--- src/rtl/psum_route_ctrl_pkg.sv ---
// Shared types and constants for the registered psum route controller.
package psum_route_ctrl_pkg;

    typedef enum logic [1:0] {
        ST_IDLE = 2'd0,
        ST_LOAD = 2'd1,
        ST_RUN  = 2'd2,
        ST_DONE = 2'd3
    } route_state_t;

    localparam int unsigned DEF_ROW_ID_W = 4;
    localparam int unsigned DEF_COL_ID_W = 4;
    localparam int unsigned LAYER_S_W    = 4;

    // A column ID of all-ones marks a PE that takes no part in the layer.
    localparam logic [DEF_COL_ID_W-1:0] COL_ID_UNUSED = '1;

endpackage

--- src/rtl/psum_sel_decode.sv ---
// Combinational per-PE decode of (row ID, column ID, filter height) into psum selects.
module psum_sel_decode
    import psum_route_ctrl_pkg::*;
#(
    parameter int unsigned RID_W = DEF_ROW_ID_W,
    parameter int unsigned CID_W = DEF_COL_ID_W,
    parameter int unsigned S_W   = LAYER_S_W
) (
    input  logic [RID_W-1:0] rid,
    input  logic [CID_W-1:0] cid,
    input  logic [S_W-1:0]   layer_s,
    output logic             en,
    output logic             in_sel,
    output logic             out_sel
);

    localparam int unsigned CMP_W = (RID_W > S_W) ? RID_W : S_W;
    localparam logic [CID_W-1:0] CID_UNUSED = '1;

    logic [CMP_W-1:0] rid_x;
    logic [CMP_W-1:0] s_x;

    assign rid_x = CMP_W'(rid);
    assign s_x   = CMP_W'(layer_s);

    // Row 1 is the bottom of a vertical set, row S is its top.
    assign en      = (rid_x != '0) && (rid_x <= s_x) && (cid != CID_UNUSED);
    assign in_sel  = en && (rid_x == s_x);
    assign out_sel = en && (rid_x == CMP_W'(1));

endmodule

--- src/rtl/psum_route_ctrl.sv ---
// Registered multi-pass psum route controller: latches a layer configuration, holds
// per-PE psum selects stable and counts accumulation passes reported by the PE array.
module psum_route_ctrl
    import psum_route_ctrl_pkg::*;
#(
    parameter int unsigned NUM_ROWS             = 3,
    parameter int unsigned NUM_COLS             = 3,
    parameter int unsigned PSUM_ROW_ID_BITWIDTH = DEF_ROW_ID_W,
    parameter int unsigned PSUM_COL_ID_BITWIDTH = DEF_COL_ID_W,
    parameter int unsigned PASS_CNT_BITWIDTH    = 8
) (
    input  logic                                             i_clk,
    input  logic                                             i_rst_n,
    input  logic                                             i_cfg_valid,
    output logic                                             o_cfg_ready,
    input  logic [LAYER_S_W-1:0]                             i_layer_s,
    input  logic [PASS_CNT_BITWIDTH-1:0]                     i_num_pass,
    input  logic [NUM_ROWS*PSUM_ROW_ID_BITWIDTH-1:0]          i_psum_row_id,
    input  logic [NUM_ROWS*NUM_COLS*PSUM_COL_ID_BITWIDTH-1:0] i_psum_col_id,
    input  logic                                             i_pass_done,
    input  logic                                             i_abort,
    output logic [NUM_ROWS*NUM_COLS-1:0]                     o_psum_in_sel,
    output logic [NUM_ROWS*NUM_COLS-1:0]                     o_psum_gin_sel,
    output logic [NUM_ROWS*NUM_COLS-1:0]                     o_psum_out_sel,
    output logic [NUM_ROWS*NUM_COLS-1:0]                     o_pe_en,
    output logic [PASS_CNT_BITWIDTH-1:0]                     o_pass_idx,
    output logic                                             o_busy,
    output logic                                             o_done,
    output logic                                             o_cfg_err
);

    localparam int unsigned NUM_PE = NUM_ROWS * NUM_COLS;
    localparam int unsigned RID_W  = PSUM_ROW_ID_BITWIDTH;
    localparam int unsigned CID_W  = PSUM_COL_ID_BITWIDTH;

    route_state_t state_q, state_d;

    logic [LAYER_S_W-1:0]         layer_s_q;
    logic [PASS_CNT_BITWIDTH-1:0] num_pass_q;
    logic [NUM_ROWS*RID_W-1:0]    row_id_q;
    logic [NUM_PE*CID_W-1:0]      col_id_q;
    logic                         cfg_latch;

    logic [NUM_PE-1:0] dec_en, dec_in, dec_out;

    logic [NUM_PE-1:0]            en_d, in_d, out_d, gin_d;
    logic [PASS_CNT_BITWIDTH-1:0] pass_d;
    logic                         done_d, err_d;

    for (genvar r = 0; r < NUM_ROWS; r++) begin : g_row
        for (genvar c = 0; c < NUM_COLS; c++) begin : g_col
            localparam int unsigned PE = r * NUM_COLS + c;
            psum_sel_decode #(
                .RID_W (RID_W),
                .CID_W (CID_W),
                .S_W   (LAYER_S_W)
            ) u_dec (
                .rid     (row_id_q[r*RID_W +: RID_W]),
                .cid     (col_id_q[PE*CID_W +: CID_W]),
                .layer_s (layer_s_q),
                .en      (dec_en[PE]),
                .in_sel  (dec_in[PE]),
                .out_sel (dec_out[PE])
            );
        end
    end

    always_comb begin
        state_d   = state_q;
        cfg_latch = 1'b0;
        en_d      = o_pe_en;
        in_d      = o_psum_in_sel;
        out_d     = o_psum_out_sel;
        gin_d     = o_psum_gin_sel;
        pass_d    = o_pass_idx;
        done_d    = 1'b0;
        err_d     = 1'b0;

        unique case (state_q)
            ST_IDLE: begin
                if (i_cfg_valid) begin
                    if (i_layer_s == '0 || i_num_pass == '0) begin
                        err_d = 1'b1;
                    end else begin
                        cfg_latch = 1'b1;
                        state_d   = ST_LOAD;
                    end
                end
            end
            ST_LOAD: begin
                en_d    = dec_en;
                in_d    = dec_in;
                out_d   = dec_out;
                gin_d   = '0;
                pass_d  = '0;
                state_d = ST_RUN;
            end
            ST_RUN: begin
                if (i_pass_done) begin
                    if (o_pass_idx == num_pass_q - PASS_CNT_BITWIDTH'(1)) begin
                        state_d = ST_DONE;
                        done_d  = 1'b1;
                        en_d    = '0;
                        in_d    = '0;
                        out_d   = '0;
                        gin_d   = '0;
                        pass_d  = '0;
                    end else begin
                        pass_d = o_pass_idx + PASS_CNT_BITWIDTH'(1);
                        // Later passes accumulate onto the GLB-stored partial sum.
                        gin_d  = o_psum_in_sel & {NUM_PE{pass_d != '0}};
                    end
                end
            end
            ST_DONE: begin
                state_d = ST_IDLE;
            end
            default: begin
                state_d = ST_IDLE;
            end
        endcase

        // Abort overrides every other transition, including a pending handshake.
        if (i_abort) begin
            state_d   = ST_IDLE;
            cfg_latch = 1'b0;
            err_d     = 1'b0;
            done_d    = 1'b0;
            en_d      = '0;
            in_d      = '0;
            out_d     = '0;
            gin_d     = '0;
            pass_d    = '0;
        end
    end

    always_ff @(posedge i_clk) begin
        if (!i_rst_n) begin
            state_q        <= ST_IDLE;
            layer_s_q      <= '0;
            num_pass_q     <= '0;
            row_id_q       <= '0;
            col_id_q       <= '0;
            o_pe_en        <= '0;
            o_psum_in_sel  <= '0;
            o_psum_out_sel <= '0;
            o_psum_gin_sel <= '0;
            o_pass_idx     <= '0;
            o_done         <= 1'b0;
            o_cfg_err      <= 1'b0;
            o_busy         <= 1'b0;
            o_cfg_ready    <= 1'b1;
        end else begin
            state_q        <= state_d;
            if (cfg_latch) begin
                layer_s_q  <= i_layer_s;
                num_pass_q <= i_num_pass;
                row_id_q   <= i_psum_row_id;
                col_id_q   <= i_psum_col_id;
            end
            o_pe_en        <= en_d;
            o_psum_in_sel  <= in_d;
            o_psum_out_sel <= out_d;
            o_psum_gin_sel <= gin_d;
            o_pass_idx     <= pass_d;
            o_done         <= done_d;
            o_cfg_err      <= err_d;
            o_busy         <= (state_d == ST_LOAD) || (state_d == ST_RUN);
            o_cfg_ready    <= (state_d == ST_IDLE);
        end
    end

endmodule
--- config.mk ---
export PLATFORM = sky130hd
export DESIGN_NAME = psum_route_ctrl
export DESIGN_NICKNAME = d
export VERILOG_FILES = /design/src/rtl/psum_route_ctrl_pkg.sv /design/src/rtl/psum_sel_decode.sv /design/src/rtl/psum_route_ctrl.sv
export SDC_FILE = /design/constraint.sdc
export NUM_CORES = 1
export LEC_CHECK = 0
export ABC_AREA = 1
export BUFFER_PORTS_ARGS = -buffer_cell sky130_fd_sc_hd__buf_2
export CAP_MARGIN = 20
export CORE_ASPECT_RATIO = 1.2
export CORE_MARGIN = 2
export CORE_UTILIZATION = 50
export DETAILED_ROUTE_END_ITERATION = 10
export PLACE_DENSITY_LB_ADDON = 0.2
export SLEW_MARGIN = 15
export SYNTH_ARGS = -nofsm -noshare
export SYNTH_HDL_FRONTEND = slang
export SYNTH_SLANG_ARGS = --single-unit
--- constraint.sdc ---
create_clock -name i_clk -period 2.8 [get_ports i_clk]
set_clock_uncertainty 0.1 [all_clocks]
set_input_delay 0.56 -clock i_clk [delete_from_list [all_inputs] [get_ports i_clk]]
set_output_delay 0.56 -clock i_clk [all_outputs]
set_load 0.01 [all_outputs]
==> flow_summary.ini <==
[outcome]
run_status = complete, no violations

[detailed_routing]
drt_drc_violations_left = 0
viasPerCell = 5.19
route.detailed.wl_per_inst_microns = 13.2
postRouteWirelength_microns = 12300
detailedRoute.firstIterationViolations = 284
route.vias.total = 4826
number_of_optimization_iterations_in_the_first_detailed_route_pass = 5
postRouteAntennaNets = 0

[die]
start_util_pct = 50.9
die-area_sq_um = 11500
number_of_i_o_pins = 113
floorplan.die.height_microns = 117
fp.coreArea_sq_um = 10500
placement_row_count = 41
die_width_microns = 98.2

[final_layout]
area_growth_pct = 17.2
insertedDiodeCount = 0
filler_cell_count = 994
layout.nets = 880
area_occupied_by_multi_input_gates_sq_um = 2640
commonest_non_fill_non_tap_cell_in_the_layout = sky130_fd_sc_hd__buf_2
layout_common_cells = 112 x sky130_fd_sc_hd__buf_2, 110 x sky130_fd_sc_hd__dfxtp_1, 103 x sky130_fd_sc_hd__nand2_1
drive_gt1_share_pct = 24.2
regArea_sq_um = 2200

[critical_path]
timing.critical_path.fanout_max = 29
cp_num_cells = 14
critPathLaunchType = flop
highest_delay_cell_along_the_critical_path = sky130_fd_sc_hd__dfxtp_1
cp_data_arrival_time_ns = 2.61
max_stage_delay_ns = 0.36
crit_end = o_psum_out_sel[0]$_SDFFE_PP0P_
crit-reg2reg-capture = o_psum_out_sel[0]$_SDFFE_PP0P_
critical_path_launch_point = num_pass_q[0]$_SDFFE_PN0P_
critical_path_required_ns = 2.97
critical_path.endpoint_type = flop
worst_setup_path_class = reg2reg
timing.reg2reg.setup_slack_ns = 0.36
crit_path_cell_trace = inv_2, ha_1, nand2_1, inv_1, nor2_1, nand2_1, nor2_1, nand3_2, nor2_4, nand3_4, buf_4, nand2_4, nand2_1, a21oi_2
rr_startpoint = num_pass_q[0]$_SDFFE_PN0P_
worst_r2r_path_depth = 14
critical_path_buf_inv_count = 3
worst_path_dominant_cell_family = simple AND/OR/NAND/NOR gates
cpMostUsedCell = sky130_fd_sc_hd__nand2_1

[power_and_ir_drop]
worst_vdd_rail_ir_drop_uv = 356
powerDensity_nw_per_um2 = 568
cellLeakagePower_nw = 2.60

[global_routing]
grt.overflow.total = 0
initial_antenna_violation_count = 0
grt_pass1_vias = 4488
grt_first_pass_wirelength_microns = 20600
grt_util_all_layers_pct = 22.0
grt_max_degree = 85

[clock_network]
cts_inserted_buffers = 9
hold_buffers = 0
postCtsSetupRepairBufs = 0
clkLatencyLatePin_ns = 0.35
cts_tree = built
clockRootBuffer = sky130_fd_sc_hd__clkbuf_16
post_cts_resized = 0
cts_max_path_buffers = 2
htree_num_levels = 3
clkSlewWorstSetupHoldPaths_ns = 0.07
cts.sink_count = 110

[timing]
fin_crit_ns = 2.44
rsz0062_at_grt = false
hold_viol_final = 0
worst-slew-pin-transition_ns = 0.663
timing_max_transition_violations_final = 0
finalWorstSetupSlack_ns = 0.362
finalHoldWorstSlack_ns = 0.347
setup_total_negative_slack_ns = 0
relSlewSlack_pct = 55.4
layout_worst_path_cycle_share_pct = 87.1
setup-violations-final = 0
timing.fmax_mhz = 410

[run]
drv.max_cap_violation_count = 0

[min_path]
timing.hold.worst.class = reg2reg

[synth]
async_flop_share_pct = 0
synth.ff_latch_count = 110
ys.flop_type = sky130_fd_sc_hd__dfxtp_1
synthesis.nets = 785
edff_count_synth = 0
syn_area_per_cell_sq_um = 7.60
synth.cell_area_sq_um = 5330
synthesis.yosys.warnings = 0
ys_types = 35
synth_sequential_area_ratio_pct = 41.3
syn-instance-count = 701

[place]
port_buffers = 112
gp_congestion = 0.832
detailed_place_hpwl_microns = 9170
dpl_worst_slack_ns = 0.381
layer usage:
layer  GRT usage (%)  share of wire [%]
met1            26.5                 45
met2            38.7                 48
met3            4.28                4.9
met4            9.13                2.3
met5               0                  0
state kept, by name, indices dropped and copies added, names as in the netlist:
| name | cells |
|---|---|
| col_id_q | 36 |
| row_id_q | 12 |
| o_busy | 1 |
| o_psum_out_sel | 9 |
| o_done | 1 |
| layer_s_q | 4 |
| o_cfg_err | 1 |
| o_pass_idx | 8 |
| o_psum_in_sel | 9 |
| o_psum_gin_sel | 9 |
| o_cfg_ready | 1 |
| state_q | 2 |
| o_pe_en | 9 |
| num_pass_q | 8 |
how the worst min path moves through the flow:
stage | from | endpoint | slack (ns) | depth (start not counted)
finish | col_id_q[28]$_SDFFE_PN0P_ | col_id_q[28]$_SDFFE_PN0P_ | 0.35 | 2
global route | col_id_q[25]$_SDFFE_PN0P_ | col_id_q[25]$_SDFFE_PN0P_ | 0.37 | 2
CTS | i_num_pass[2] | num_pass_q[2]$_SDFFE_PN0P_ | 0.34 | 3
detailed placement | col_id_q[22]$_SDFFE_PN0P_ | col_id_q[22]$_SDFFE_PN0P_ | 0.34 | 2
global placement | col_id_q[34]$_SDFFE_PN0P_ | col_id_q[34]$_SDFFE_PN0P_ | 0.33 | 2
floorplan | col_id_q[11]$_SDFFE_PN0P_ | col_id_q[11]$_SDFFE_PN0P_ | 0.32 | 2
metrics by stage:
step	utilization, %	instances	power [mW]	instance area, sq um
final	59.6	930	3.54	6240
after global routing	59.6	930	3.72	6240
after CTS	59.6	930	3.57	6240
after detailed placement	56.8	914	2.28	5940
after global placement	56.8	914	2.27	5940
after floorplan	-	701	2.12	5330
cell usage after synthesis, types with 3 or more instances:
master | n | area (sq um)
sky130_fd_sc_hd__a21o_1 | 3 | 22.5
sky130_fd_sc_hd__a21oi_1 | 91 | 455
sky130_fd_sc_hd__a21oi_2 | 21 | 184
sky130_fd_sc_hd__buf_2 | 6 | 30.0
sky130_fd_sc_hd__clkbuf_1 | 27 | 101
sky130_fd_sc_hd__dfxtp_1 | 110 | 2200
sky130_fd_sc_hd__ha_1 | 19 | 238
sky130_fd_sc_hd__inv_1 | 76 | 285
sky130_fd_sc_hd__nand2_1 | 103 | 387
sky130_fd_sc_hd__nand2_2 | 13 | 81.3
sky130_fd_sc_hd__nand3_1 | 30 | 150
sky130_fd_sc_hd__nand3_2 | 12 | 120
sky130_fd_sc_hd__nand3b_1 | 10 | 75.1
sky130_fd_sc_hd__nand4_1 | 30 | 188
sky130_fd_sc_hd__nor2_1 | 47 | 176
sky130_fd_sc_hd__nor2_2 | 5 | 31.3
sky130_fd_sc_hd__nor3_1 | 7 | 35.0
sky130_fd_sc_hd__nor4_1 | 6 | 37.5
sky130_fd_sc_hd__o21ai_0 | 60 | 300
sky130_fd_sc_hd__xor2_1 | 5 | 43.8
kinds of logic (layout without fill, tap and decap cells):
group / after synthesis / in the layout / synth area share [%]
XOR/XNOR: 6 / 6 / 0.987
adder cells (fa/ha/maj): 19 / 19 / 4.46
flip-flops: 110 / 110 / 41.3
buffers and inverters: 116 / 216 / 9.11
AO/OA/AOI/OAI: 179 / 179 / 18.6
AND/OR/NAND/NOR: 271 / 271 / 25.5
layout make-up:
class / count / area share [%]
inverters: 79 / 4.75
multi-input cells: 475 / 42.3
well taps: 129 / 2.59
clock buffers: 13 / 4.17
flip-flops and latches: 110 / 35.3
repair buffers: 121 / 10.3
clock inverters: 3 / 0.681
power breakdown:
group | internal [mW] | switching, mW | total [mW]
Clock | 0.742 | 0.553 | 1.30
Combinational | 0.200 | 0.362 | 0.562
Sequential | 1.64 | 0.0469 | 1.69
Total | 2.58 | 0.962 | 3.54
worst reg2reg max path: cells and delay by family, from the launching register on:
kind	cells	cell delay, ns
simple gates	9	1.09
buf+inv	3	0.37
flops	1	0.36
fa+ha+maj	1	0.32
compound gates	1	0.14
Power figures use the tool's default switching activity.
